**src/rtl/cpu_types_pkg.sv**
```systemverilog
`default_nettype none
// ============================================================================
//  Module      : cpu_types_pkg
//  Description : Shared CPU-side types: RAM status, word type and the
//                RAM arbiter state encoding.
//  Revision    : 1.0 - initial release
// ============================================================================
package cpu_types_pkg;

    // RAM status reported back to the requesting side
    typedef enum logic [1:0] {
        FREE   = 2'd0,
        BUSY   = 2'd1,
        ACCESS = 2'd2,
        ERROR  = 2'd3
    } ramstate_t;

    typedef logic [31:0] word_t;

    // RAM arbiter FSM encoding
    typedef logic [1:0] arb_state_t;
    localparam arb_state_t c_IDLE   = 2'd0;
    localparam arb_state_t c_DGRANT = 2'd1;
    localparam arb_state_t c_IGRANT = 2'd2;

endpackage
`default_nettype wire

```
**src/rtl/ram_arbiter_rr_picker.sv**
```systemverilog
`default_nettype none
// ============================================================================
//  Module      : rr_picker
//  Description : Round-robin first-set finder. Scans req starting at ptr and
//                wrapping modulo CPUS; reports the first set index.
//  Ports       : req   in  CPUS   request vector
//                ptr   in  IDX_W  scan start index (0..CPUS-1)
//                valid out 1      any request set
//                idx   out IDX_W  first set index at or after ptr
//  Revision    : 1.0 - initial release
// ============================================================================
module rr_picker #(
    parameter int CPUS  = 2,
    parameter int IDX_W = (CPUS > 1) ? $clog2(CPUS) : 1
) (
    input  logic [CPUS-1:0]  req,
    input  logic [IDX_W-1:0] ptr,
    output logic             valid,
    output logic [IDX_W-1:0] idx
);

    int w_pos;

    always_comb begin
        valid = 1'b0;
        idx   = '0;
        w_pos = 0;
        for (int i = 0; i < CPUS; i++) begin
            // ptr is always < CPUS, so one subtraction is enough to wrap
            w_pos = int'(ptr) + i;
            if (w_pos >= CPUS) begin
                w_pos = w_pos - CPUS;
            end
            if (!valid && req[w_pos]) begin
                valid = 1'b1;
                idx   = w_pos[IDX_W-1:0];
            end
        end
    end

endmodule
`default_nettype wire

```
**src/rtl/ram_arbiter.sv**
```systemverilog
`default_nettype none
// ============================================================================
//  Module      : ram_arbiter
//  Description : Shares the single RAM port between the coherence data
//                channel and CPUS icache fetch channels. Data has priority,
//                icaches rotate round-robin, and a data streak limit keeps
//                icaches from starving. A grant is held until the RAM reports
//                ACCESS; the owner then sees wait low for exactly one cycle.
//  Ports       : CLK/RST            clock, synchronous active-high reset
//                iREN/iaddr         icache requests and addresses
//                iwait/iload        icache wait and read data
//                dREN/dWEN/daddr/dstore  data channel request
//                dwait/dload        data wait and read data
//                ramREN/ramWEN/ramaddr/ramstore  RAM command
//                ramload/ramstate   RAM response
//  Revision    : 1.0 - initial release
// ============================================================================
module ram_arbiter
    import cpu_types_pkg::*;
#(
    parameter int CPUS        = 2,
    parameter int DSTREAK_MAX = 4
) (
    input  logic                 CLK,
    input  logic                 RST,
    input  logic [CPUS-1:0]      iREN,
    input  logic [CPUS-1:0][31:0] iaddr,
    output logic [CPUS-1:0]      iwait,
    output logic [CPUS-1:0][31:0] iload,
    input  logic                 dREN,
    input  logic                 dWEN,
    input  logic [31:0]          daddr,
    input  logic [31:0]          dstore,
    output logic                 dwait,
    output logic [31:0]          dload,
    output logic                 ramREN,
    output logic                 ramWEN,
    output logic [31:0]          ramaddr,
    output logic [31:0]          ramstore,
    input  logic [31:0]          ramload,
    input  ramstate_t            ramstate
);

    localparam int c_IDX_W = (CPUS > 1) ? $clog2(CPUS) : 1;
    localparam int c_DS_W  = $clog2(DSTREAK_MAX + 1);
    localparam logic [c_DS_W-1:0]  c_DS_MAX = c_DS_W'(DSTREAK_MAX);
    localparam logic [c_IDX_W-1:0] c_LAST   = c_IDX_W'(CPUS - 1);

    arb_state_t          r_state;
    logic [c_IDX_W-1:0]  r_owner;
    logic [c_IDX_W-1:0]  r_rr_ptr;
    logic [c_DS_W-1:0]   r_dstreak;

    arb_state_t          w_state_nxt;
    logic [c_IDX_W-1:0]  w_owner_nxt;
    logic [c_IDX_W-1:0]  w_rr_ptr_nxt;
    logic [c_DS_W-1:0]   w_dstreak_nxt;

    logic                w_dreq;
    logic                w_any_i;
    logic                w_owner_req;
    logic                w_complete;
    logic                w_dcomplete;
    logic                w_icomplete;
    logic                w_arb;
    logic                w_data_win;
    logic                w_pick_valid;
    logic [c_IDX_W-1:0]  w_pick_idx;

    assign w_dreq  = dREN | dWEN;
    assign w_any_i = |iREN;

    // The current owner still wants the port; a drop ends the grant silently
    assign w_owner_req = ((r_state == c_DGRANT) && w_dreq) ||
                         ((r_state == c_IGRANT) && iREN[r_owner]);
    assign w_complete  = w_owner_req && (ramstate == ACCESS);
    assign w_dcomplete = w_complete && (r_state == c_DGRANT);
    assign w_icomplete = w_complete && (r_state == c_IGRANT);
    assign w_arb       = (r_state == c_IDLE) || w_complete;

    // Counter updates happen only on a completion
    always_comb begin
        w_dstreak_nxt = r_dstreak;
        w_rr_ptr_nxt  = r_rr_ptr;
        if (w_dcomplete) begin
            if (w_any_i) begin
                w_dstreak_nxt = (r_dstreak == c_DS_MAX) ? c_DS_MAX : r_dstreak + 1'b1;
            end else begin
                w_dstreak_nxt = '0;
            end
        end
        if (w_icomplete) begin
            w_dstreak_nxt = '0;
            w_rr_ptr_nxt  = (r_owner == c_LAST) ? '0 : r_owner + 1'b1;
        end
    end

    // Re-arbitration in a completion cycle sees the post-completion counters,
    // so the grant that follows a completion already reflects it: exactly
    // DSTREAK_MAX data completions before a pending icache gets the port,
    // and the icache just served moves to the back of the rotation.
    assign w_data_win = w_dreq && ((w_dstreak_nxt < c_DS_MAX) || !w_any_i);

    rr_picker #(
        .CPUS  (CPUS),
        .IDX_W (c_IDX_W)
    ) u_rr_picker (
        .req   (iREN),
        .ptr   (w_rr_ptr_nxt),
        .valid (w_pick_valid),
        .idx   (w_pick_idx)
    );

    always_comb begin
        w_state_nxt = r_state;
        w_owner_nxt = r_owner;
        if (w_arb) begin
            if (w_data_win) begin
                w_state_nxt = c_DGRANT;
            end else if (w_pick_valid) begin
                w_state_nxt = c_IGRANT;
                w_owner_nxt = w_pick_idx;
            end else begin
                w_state_nxt = c_IDLE;
            end
        end else if ((r_state != c_IDLE) && !w_owner_req) begin
            w_state_nxt = c_IDLE;
        end
    end

    always_ff @(posedge CLK) begin
        if (RST) begin
            r_state   <= c_IDLE;
            r_owner   <= '0;
            r_rr_ptr  <= '0;
            r_dstreak <= '0;
        end else begin
            r_state   <= w_state_nxt;
            r_owner   <= w_owner_nxt;
            r_rr_ptr  <= w_rr_ptr_nxt;
            r_dstreak <= w_dstreak_nxt;
        end
    end

    assign dload = ramload;

    always_comb begin
        ramREN   = 1'b0;
        ramWEN   = 1'b0;
        ramaddr  = '0;
        ramstore = '0;
        dwait    = 1'b1;
        iwait    = '1;
        iload    = '0;
        case (r_state)
            c_DGRANT: begin
                // A write wins when both enables are raised
                ramWEN   = dWEN;
                ramREN   = dREN & ~dWEN;
                ramaddr  = daddr;
                ramstore = dstore;
                dwait    = ~w_complete;
            end
            c_IGRANT: begin
                ramREN           = 1'b1;
                ramaddr          = iaddr[r_owner];
                iwait[r_owner]   = ~w_complete;
                iload[r_owner]   = ramload;
            end
            default: begin
            end
        endcase
    end

endmodule
`default_nettype wire

```
**config.mk**
```make
export PLATFORM = sky130hd
export DESIGN_NAME = ram_arbiter
export DESIGN_NICKNAME = d
export VERILOG_FILES = /design/src/rtl/cpu_types_pkg.sv /design/src/rtl/ram_arbiter_rr_picker.sv /design/src/rtl/ram_arbiter.sv
export SDC_FILE = /design/constraint.sdc
export NUM_CORES = 1
export LEC_CHECK = 0
export BUFFER_PORTS_ARGS = -buffer_cell sky130_fd_sc_hd__buf_4
export CAP_MARGIN = 10
export CORE_AREA = 2 2 130 132
export CTS_CLUSTER_DIAMETER = 50
export DETAILED_ROUTE_END_ITERATION = 10
export DIE_AREA = 0 0 132 134
export SLEW_MARGIN = 15
export SYNTH_ARGS = -nofsm -noshare
export SYNTH_HDL_FRONTEND = slang
export SYNTH_HIERARCHICAL = 1
export SYNTH_SLANG_ARGS = --single-unit
```
**constraint.sdc**
```tcl
create_clock -name CLK -period 2.25 [get_ports CLK]
set_input_delay 0.45 -clock CLK [delete_from_list [all_inputs] [get_ports CLK]]
set_output_delay 0.45 -clock CLK [all_outputs]
set_load 0.05 [all_outputs]
```
==> results.cfg <==
[floorplanning]
fp.dieW_microns = 132
die_area_sq_um = 17700
io_pins = 333
num_rows = 47
core_sq_um = 16300
initial_core_util = 0.141
fp.dieH_microns = 134

[clock_network]
cts_sinks = 7
clock_path_buffers = 2
cts.clk_slew.worst_paths_ps = 40
cts_buffers = 3
hold_buffers = 0
cts_tree = yes
htreeDepth = 1
clockRootBuffer = clkbuf_16
clock_latency_ps = 230

[synth]
synthSimpleGateAreaFrac = 0.462
synthMuxAreaShare = 0.151
synthDistinctLibCells = 33
synth_top_family_by_area = simple AND/OR/NAND/NOR gates
post_synth.cell_area_avg_sq_um = 6.40
async_flop_share = 0
yosys.area_share.xor_xnor = 0
ys_warn_count = 6
syn_nets = 531
synth_flop_cell = dfxtp_1
synth_compound_area_frac = 0.125
synthAdderAreaFrac = 0.0273
yosys.area.top_type_share = 0.265
synth_edf_count = 0
synth_area_leaders = and2_1 (26%), mux2i_1 (14%), buf_4 (11%)
yosys_register_bits = 7
synth_top_area_cell = and2_1
syn_inst = 358
seq_area_frac_synth = 0.0612
synth_area_sq_um = 2290

[timing]
max_freq_ghz = 0.457
rsz0062_at_grt = true
tightest_slew_ps = 368
fin_ws_ps = 63.1
finalSetupViolations = 0
finalSetupTns_ps = 0
fin_crit_ps = 2190
hold_violations = 0
slew_violations = 0
finClkSkew_ps = 0.810
slew_headroom = 0.751
finalCritPeriodShare = 0.972

[place]
dp.final_hpwl_microns = 9530
placed_cell_area_sq_um = 4880
place_ws_ps = 77.1
place_congestion = 0.814
io_buffers = 332

[setup_path]
cp.required_ps = 1800
startpoint_type = register
critPathKind = reg -> out
cpMaxStageDelayCell = dfxtp_2
critPathMaxStageDelay_ps = 340
crit_chain = inv_2, ha_4, clkinvlp_4, buf_12, buf_6, o21ai_0, and2_1, buf_4
path_delay_family = buffers and inverters
worstPathArrival_ps = 1740
end_kind = output pin
worst-path-buf-inv = 5
crit_fanout = 6

[global_routing]
grt_use_total = 0.124
grt_max_degree = 47
grt_pass1_wl_microns = 17800
grt_overflow_total = 0
grt_pass1_vias = 3427
antenna_found_initial = 0

[finish]
drive_above_1_share = 0.575
final_cell_area_sq_um = 5330
mostFrequentLayoutCell = buf_4
antenna_cells = 0
nets = 830
num-fill-cells = 1762
final_cell_mix = buf_4 (295), and2_1 (95), buf_6 (50)
syn_to_final_growth_pct = 133

[pwr]
power.density_nw_per_um2 = 304
peakVddDrop_mv = 0.127
finalPower_mw = 1.62
p_leak_nw = 2.75

[routing]
vias = 3516
antenna_left = 0
drt-vias-per-instance = 4.01
drt_pass1_iterations = 4
drc = 0
wl_per_cell_microns = 13.8
drtIter0Drc = 67
drt-total-wl_microns = 12100

[run_status]
status = complete, no violations

[worst_hold_path]
hold_class = in -> reg

[run]
drv_cap = 0
## cell families (layout without fill, tap and decap cells)
kind of cell               count (synthesis)  after routing
DFF                                        7              7
buffers and inverters                     71            369
AOI/OAI and AO/OA                         52             52
adders and majority gates                  5              5
muxes                                     34             34
and+or+nand+nor                          189            189
## area by class of cell
class	instances	area [sq um]	share of cell area
multi-input combinational	280	1810	0.340
sequential	7	144	0.0270
clock buffer	4	78.8	0.0148
inverter	9	37.5	0.00704
tap	220	275	0.0516
timing repair buffer	356	2990	0.560
## metal layers
layer / wire (microns) / track usage
met1: 4620 / 0.137
met2: 6300 / 0.243
met3: 1060 / 0.0246
met4: 125 / 0.0248
met5: 0 / 0
## synth_stat cells, types with 3 or more instances
cell type	n
and2_1	97
nand2_1	42
o21ai_0	35
buf_4	33
mux2i_1	33
and3_1	32
clkbuf_1	22
inv_1	9
a21oi_1	8
dfxtp_1	7
nor2_1	7
buf_2	6
ha_1	5
nand2b_1	3
## state kept, by name, summed over array words and instances, names as in the netlist
signal / count
r_dstreak: 3
r_owner: 1
r_rr_ptr: 1
r_state: 2
## per-stage QoR
stage                util  instances  hold slack [ps]
finish              0.327        876              434
global route        0.327        876              449
CTS                 0.319        874              439
detailed placement  0.299        865              474
global placement    0.299        865              470
floorplan               -        358              443
## final timing paths
kind	start	slack [ps]	cells after the start	to
worst max register to register	r_state[1]	210	11	r_owner
worst min register to register	r_dstreak[1]	470	2	r_dstreak[1]
worst min-delay path	RST	430	2	r_state[1]
worst max-delay path	r_state[0]	60	8	ramaddr[2]
## power breakdown
| part | switching (mW) | internal (mW) |
|---|---|---|
| sequential | 0.00517 | 0.129 |
| clock | 0.0725 | 0.236 |
| combinational | 0.682 | 0.497 |
| total | 0.760 | 0.862 |
## repair_timing
item | in CTS | in global routing
resized for setup | 45 | 48
pin swaps | 2 | 4
buffers inserted | 3 | 1
cloned | 2 | 1
endpoints found under the hold margin | 0 | 0
endpoints found under the setup margin | 66 | 58
(Power assumes the default switching activity.)
